File: src/rtl/multicycle_sequencer_if.sv
// Shared instruction/data memory handshake between the sequencer and memory.
// Purely combinational bundle: no latency of its own.
// mem_req (with mem_we/sel_addr) is held by the master until the slave returns mem_ack.
interface multicycle_sequencer_if;
  logic mem_req;   // memory request, held until mem_ack
  logic mem_we;    // write request, meaningful only while mem_req=1
  logic sel_addr;  // address source: 0=pc, 1=alu result
  logic mem_ack;   // memory completed the current request this cycle

  modport master (output mem_req, output mem_we, output sel_addr, input mem_ack);
  modport slave  (input mem_req, input mem_we, input sel_addr, output mem_ack);
endinterface

File: src/rtl/multicycle_sequencer.sv
// Multi-cycle RV32I control FSM: FETCH/DECODE/EXECUTE/MEM/WRITEBACK, traps on bad opcode or memory timeout.
// Latency: ALU/JAL/JALR/store 4 cycles, load 5, branch 3 with zero-wait memory; strobes decode combinationally.
// Backpressure: stalls in FETCH/MEM until mem_ack; TIMEOUT cycles without ack parks in TRAP. Optional SEQ_PERF_EN adds perf counters.
module multicycle_sequencer #(
  parameter int unsigned TIMEOUT = 16,
  parameter int unsigned CNT_W   = 32
) (
  input  logic                     clk,
  input  logic                     rst_n,
  input  logic [6:0]               opcode,
  input  logic                     br_taken,
  multicycle_sequencer_if.master   mem,
  output logic                     ir_en,
  output logic                     pc_en,
  output logic                     sel_pc,
  output logic                     rf_en,
  output logic                     trap,
  output logic [2:0]               state
`ifdef SEQ_PERF_EN
  ,
  output logic [CNT_W-1:0]         cycle_cnt,
  output logic [CNT_W-1:0]         instret_cnt
`endif
);

  typedef enum logic [2:0] {
    S_IDLE    = 3'd0,
    S_FETCH   = 3'd1,
    S_DECODE  = 3'd2,
    S_EXECUTE = 3'd3,
    S_MEM     = 3'd4,
    S_WB      = 3'd5,
    S_TRAP    = 3'd7
  } state_t;

  localparam logic [6:0] OPC_OP     = 7'b0110011;
  localparam logic [6:0] OPC_OP_IMM = 7'b0010011;
  localparam logic [6:0] OPC_LOAD   = 7'b0000011;
  localparam logic [6:0] OPC_STORE  = 7'b0100011;
  localparam logic [6:0] OPC_BRANCH = 7'b1100011;
  localparam logic [6:0] OPC_JAL    = 7'b1101111;
  localparam logic [6:0] OPC_JALR   = 7'b1100111;

  localparam logic [7:0] TO_LAST = 8'(TIMEOUT - 1);

  // Out-of-range parameters make the timeout compare or counters meaningless.
  if (TIMEOUT < 1 || TIMEOUT > 255 || CNT_W < 1) begin : g_bad_param
    $error("multicycle_sequencer: TIMEOUT must be 1..255 and CNT_W >= 1");
  end

  state_t     state_q, state_d;
  logic [7:0] to_cnt;
  logic       to_hit;
  logic       waiting;

  assign to_hit = (to_cnt == TO_LAST);
  assign state  = state_q;

  // State register; reset parks in IDLE so all strobes (incl. mem_req) drop at once.
  always_ff @(posedge clk or negedge rst_n) begin
    if (!rst_n) state_q <= S_IDLE;
    else        state_q <= state_d;
  end

  // Next-state and strobe decode from current state, opcode and mem_ack.
  always_comb begin
    state_d      = state_q;
    mem.mem_req  = 1'b0;
    mem.mem_we   = 1'b0;
    mem.sel_addr = 1'b0;
    ir_en        = 1'b0;
    pc_en        = 1'b0;
    sel_pc       = 1'b0;
    rf_en        = 1'b0;
    trap         = 1'b0;
    waiting      = 1'b0;
    case (state_q)
      S_IDLE: state_d = S_FETCH;
      S_FETCH: begin
        mem.mem_req = 1'b1;
        if (mem.mem_ack) begin
          ir_en   = 1'b1;
          pc_en   = 1'b1;
          state_d = S_DECODE;
        end else if (to_hit) begin
          state_d = S_TRAP;
        end else begin
          waiting = 1'b1;
        end
      end
      S_DECODE: begin
        case (opcode)
          OPC_OP, OPC_OP_IMM, OPC_LOAD, OPC_STORE,
          OPC_BRANCH, OPC_JAL, OPC_JALR: state_d = S_EXECUTE;
          default:                       state_d = S_TRAP;
        endcase
      end
      S_EXECUTE: begin
        case (opcode)
          OPC_LOAD, OPC_STORE: state_d = S_MEM;
          OPC_BRANCH: begin
            pc_en   = br_taken;
            sel_pc  = 1'b1;
            state_d = S_FETCH;
          end
          OPC_OP, OPC_OP_IMM: state_d = S_WB;
          OPC_JAL, OPC_JALR: begin
            pc_en   = 1'b1;
            sel_pc  = 1'b1;
            state_d = S_WB;
          end
          // opcode is held stable from DECODE, so this only guards a corrupted IR
          default: state_d = S_TRAP;
        endcase
      end
      S_MEM: begin
        mem.mem_req  = 1'b1;
        mem.sel_addr = 1'b1;
        mem.mem_we   = (opcode == OPC_STORE);
        if (mem.mem_ack) begin
          state_d = (opcode == OPC_STORE) ? S_FETCH : S_WB;
        end else if (to_hit) begin
          state_d = S_TRAP;
        end else begin
          waiting = 1'b1;
        end
      end
      S_WB: begin
        rf_en   = 1'b1;
        state_d = S_FETCH;
      end
      S_TRAP: trap = 1'b1;
      default: state_d = S_TRAP;
    endcase
  end

  // Timeout counter: counts unacknowledged wait cycles, zero whenever a request starts fresh.
  always_ff @(posedge clk or negedge rst_n) begin
    if (!rst_n)       to_cnt <= 8'd0;
    else if (waiting) to_cnt <= to_cnt + 8'd1;
    else              to_cnt <= 8'd0;
  end

`ifdef SEQ_PERF_EN
  // Cycle counter: runs in every active state, frozen in IDLE and TRAP.
  always_ff @(posedge clk or negedge rst_n) begin
    if (!rst_n)                                     cycle_cnt <= '0;
    else if (state_q != S_IDLE && state_q != S_TRAP) cycle_cnt <= cycle_cnt + 1'b1;
  end

  // Retired-instruction counter: an instruction retires when control returns to FETCH.
  always_ff @(posedge clk or negedge rst_n) begin
    if (!rst_n) begin
      instret_cnt <= '0;
    end else if (state_d == S_FETCH &&
                 (state_q == S_EXECUTE || state_q == S_MEM || state_q == S_WB)) begin
      instret_cnt <= instret_cnt + 1'b1;
    end
  end
`endif

endmodule

File: src/flat_wrapper.sv
// flat-port wrapper written by rule: the top's interface ports become plain ports
module multicycle_sequencer_flat 
#(
  parameter int unsigned TIMEOUT = 16,
  parameter int unsigned CNT_W   = 32
)
  (clk, rst_n, opcode, br_taken, ir_en, pc_en, sel_pc, rf_en, trap, state, mem_mem_req, mem_mem_we, mem_sel_addr, mem_mem_ack);
  multicycle_sequencer_if mem_i ();
  input  logic clk;
  input  logic rst_n;
  input  logic [6:0] opcode;
  input  logic br_taken;
  output logic ir_en;
  output logic pc_en;
  output logic sel_pc;
  output logic rf_en;
  output logic trap;
  output logic [2:0] state;
  output wire logic [$bits(mem_i.mem_req)-1:0] mem_mem_req;
  output wire logic [$bits(mem_i.mem_we)-1:0] mem_mem_we;
  output wire logic [$bits(mem_i.sel_addr)-1:0] mem_sel_addr;
  input wire logic [$bits(mem_i.mem_ack)-1:0] mem_mem_ack;
  assign mem_mem_req = mem_i.mem_req;
  assign mem_mem_we = mem_i.mem_we;
  assign mem_sel_addr = mem_i.sel_addr;
  assign mem_i.mem_ack = mem_mem_ack;
  multicycle_sequencer #(.TIMEOUT(TIMEOUT), .CNT_W(CNT_W)) u_core (.clk(clk), .rst_n(rst_n), .opcode(opcode), .br_taken(br_taken), .mem(mem_i), .ir_en(ir_en), .pc_en(pc_en), .sel_pc(sel_pc), .rf_en(rf_en), .trap(trap), .state(state));
endmodule
File: config.mk
export PLATFORM = sky130hd
export DESIGN_NAME = multicycle_sequencer_flat
export DESIGN_NICKNAME = d
export VERILOG_FILES = /design/src/rtl/multicycle_sequencer_if.sv /design/src/rtl/multicycle_sequencer.sv /design/src/flat_wrapper.sv
export SDC_FILE = /design/constraint.sdc
export NUM_CORES = 1
export LEC_CHECK = 0
export ABC_AREA = 1
export CAP_MARGIN = 5
export CELL_PAD_IN_SITES_DETAIL_PLACEMENT = 0
export CELL_PAD_IN_SITES_GLOBAL_PLACEMENT = 1
export CORE_ASPECT_RATIO = 0.8
export CORE_UTILIZATION = 34
export DETAILED_ROUTE_END_ITERATION = 10
export GPL_TIMING_DRIVEN = 0
export PLACE_DENSITY = 0.83
export SYNTH_ARGS = -nofsm -noshare
export SYNTH_HDL_FRONTEND = slang
export SYNTH_SLANG_ARGS = --single-unit
File: constraint.sdc
create_clock -name clk -period 3.2 [get_ports clk]
set_input_delay 0.32 -clock clk [delete_from_list [all_inputs] [get_ports clk]]
set_output_delay 0.32 -clock clk [all_outputs]
set_load 0.02 [all_outputs]
==> reports/qor.txt <==
largest net degree at the start of global routing: 12
Final Slew Violations: 0
CTS sink cnt: 11
vias: 743
FP Rows: 14
area grow syn2layout: 35.3%
GRT Resource Usage Total: 0.159
NumNets Final: 147
Worst Max-Slew Pin Slew: 0.497 ns
die area: 2420 sq um
total negative slack: 0 ns
DRT iter0 DRCs: 17
Final min period: 2.30 ns
Netlist cell types: 20
HP Class: input pin to async pin
Max Cap Viol: 0
status: completed
Mean Syn Cell Area: 6.96 sq um
FF+latch count, synth: 11
crit start category: input pin
vias per std cell: 4.70
port bufs: 21
Clock Latency Late Sink: 0.28 ns
CTS Buf Count: 3
first-pass GRT wire length: 2700 um
switching share of power: 0.235
post-CTS sizing: 0
critical path fanouts, max: 3
Clk pwr share: 0.375
Seq/Total Area, Yosys: 0.363
crit path kind: input pin to primary output
final period utilization: 0.718
clk_skew: 0.00426 ns
Fmax: 435 MHz
crit end category: primary output
starting density of the core: 0.383
Root Driver: clkbuf_4
Final Hold Fails: 0
DP Area: 998 sq um
Max rail drop VDD: 182 uV
ant diodes: 0
fin area: 1030 sq um
Sw Pwr: 60.9 uW
Avg WL per Cell: 10.5 um
CTS tree: done
Syn Inst Count: 109
Clk pin slew, worst setup/hold paths: 0.07 ns
Seq pwr share: 0.536
post-CTS setup buffers: 0
WL final: 1660 um
chip width: 54.8 um
H-Tree Depth: 1
slew margin rel.: 0.667
Vert. Die Dim: 44.2 um
Gate power share: 0.089
pwr/cell area: 253 nW/um^2
clock buffer depth: 2
ratio of cells with drive above 1 in the final layout: 0.164
DRC: 0
Pleak: 0.000502 uW
RSZ-0062 raised after global routing: false
Pre-antenna DRT Iters: 5
YS warnings: 0
core area: 1980 sq um
WP data required: 2.88 ns
cell area after synthesis: 758 sq um
cts hold-fix bufs: 0
Detail Route Antenna Nets: 0
Ports: 22
Placer Congestion: 0.828
initial antenna violation count: 0
dpl hpwl: 1340 um
Internal Power: 198 uW
total gr overflow: 0
Worst EP arrival: 1.98 ns
Setup-failing EPs final: 0
Synth Net Count: 121
number of global-route vias before repair: 612
==> stage by stage <==
| step | total power [uW] | hold slack [ns] | utilization | instances | setup slack (ns) |
|---|---|---|---|---|---|
| after floorplan | 148 | 0.0244 | - | 109 | 1.48 |
| final | 259 | 0.370 | 0.518 | 158 | 0.902 |
| after CTS | 262 | 0.385 | 0.518 | 158 | 0.902 |
| after global routing | 274 | 0.401 | 0.518 | 158 | 0.782 |
| after detailed placement | 165 | 0.477 | 0.504 | 154 | 0.902 |
| after global placement | 165 | 0.469 | 0.504 | 154 | 0.919 |
==> registers in the layout, indices dropped and copies added, names as in the netlist <==
signal / cells
u_core.to_cnt: 8
u_core.state: 3
==> layout by cell type (no fill, tap or decap), types with 3 or more instances in the layout <==
cell and count:
o21ai_0 3, clkbuf_4 3, nor2_2 7, inv_1 14
nand2_1 21, clkdlybuf4s50_1 21, nor3_1 3, nor2_1 20
nand2_2 4, inv_2 3, nand3_1 8, dfrtp_1 11
==> Yosys cell counts <==
master | instances | area [sq um]
nand3_2 | 2 | 20.0
o21bai_1 | 1 | 7.51
inv_1 | 14 | 52.6
nand2_4 | 2 | 22.5
nor3_1 | 3 | 15.0
xor2_1 | 2 | 17.5
a21boi_0 | 1 | 7.51
o21ai_0 | 3 | 15.0
nand2_2 | 4 | 25.0
nand2_1 | 21 | 78.8
ha_1 | 1 | 12.5
nor2_2 | 7 | 43.8
nand4_1 | 2 | 12.5
a21oi_1 | 2 | 10.0
inv_2 | 3 | 11.3
nand3b_1 | 1 | 7.51
dfrtp_1 | 11 | 275
xnor2_1 | 1 | 8.76
nor2_1 | 20 | 75.1
nand3_1 | 8 | 40.0
==> per-layer routing <==
layer  vias to the layer above  global-route usage  wire (um)  share of wire
li1                        387                   -          -              -
met1                       321               0.240        833           0.50
met2                        32               0.219        678           0.41
met3                         3              0.0515        137          0.083
met4                         0              0.0308          8         0.0048
met5                         -                   0          0              0
==> kinds of logic (layout without fill, tap and decap cells) <==
| logic type | after synthesis | count (layout) | share of synthesized area |
|---|---|---|---|
| compound gates | 7 | 7 | 0.0528 |
| xor+xnor | 3 | 3 | 0.0347 |
| fa+ha+maj | 1 | 1 | 0.0165 |
| buf+inv | 17 | 42 | 0.0842 |
| flops | 11 | 11 | 0.363 |
| simple gates | 70 | 70 | 0.449 |
==> critical path, cell delays in order <==
cell and delay (ns):
clkdlybuf4s50_1 0.44, inv_1 0.08, nand3_1 0.09, inv_1 0.10, nand2_1 0.09, nand2_1 0.07, nand2_1 0.06, o21bai_1 0.12
clkdlybuf4s50_1 0.61
==> worst paths after layout <==
| kind | to | depth (start not counted) | slack (ns) | startpoint |
|---|---|---|---|---|
| setup / recovery | pc_en | 9 | 0.90 | opcode[4] |
| hold / removal | u_core.to_cnt[3] | 1 | 0.37 | rst_n |
| setup reg to reg | u_core.to_cnt[5] | 6 | 1.90 | u_core.to_cnt[0] |
| hold reg to reg | u_core.to_cnt[0] | 1 | 0.48 | u_core.to_cnt[0] |
| max in group asynchronous | u_core.to_cnt[1] | 1 | 2.49 | rst_n |
| min in group clk | u_core.to_cnt[0] | 1 | 0.48 | u_core.to_cnt[0] |
==> layout make-up <==
| type | count | area [sq um] |
|---|---|---|
| clock buffers | 3 | 22.5 |
| clock inverters | 1 | 5.00 |
| fillers | 208 | 953 |
| inverters | 17 | 63.8 |
| multi-input cells | 81 | 419 |
| flip-flops and latches | 11 | 275 |
| well taps | 24 | 30.0 |
| repair buffers | 21 | 210 |
==> power groups by stage <==
stage / Combinational, uW / Sequential [uW] / Clock (uW)
floorplan: 6.20 / 142 / 0
global placement: 23.0 / 142 / 0
detailed placement: 23.2 / 142 / 0
CTS: 23.3 / 139 / 100
global route: 25.3 / 139 / 110
finish: 23.0 / 139 / 97.3
Power figures use the tool's default switching activity.
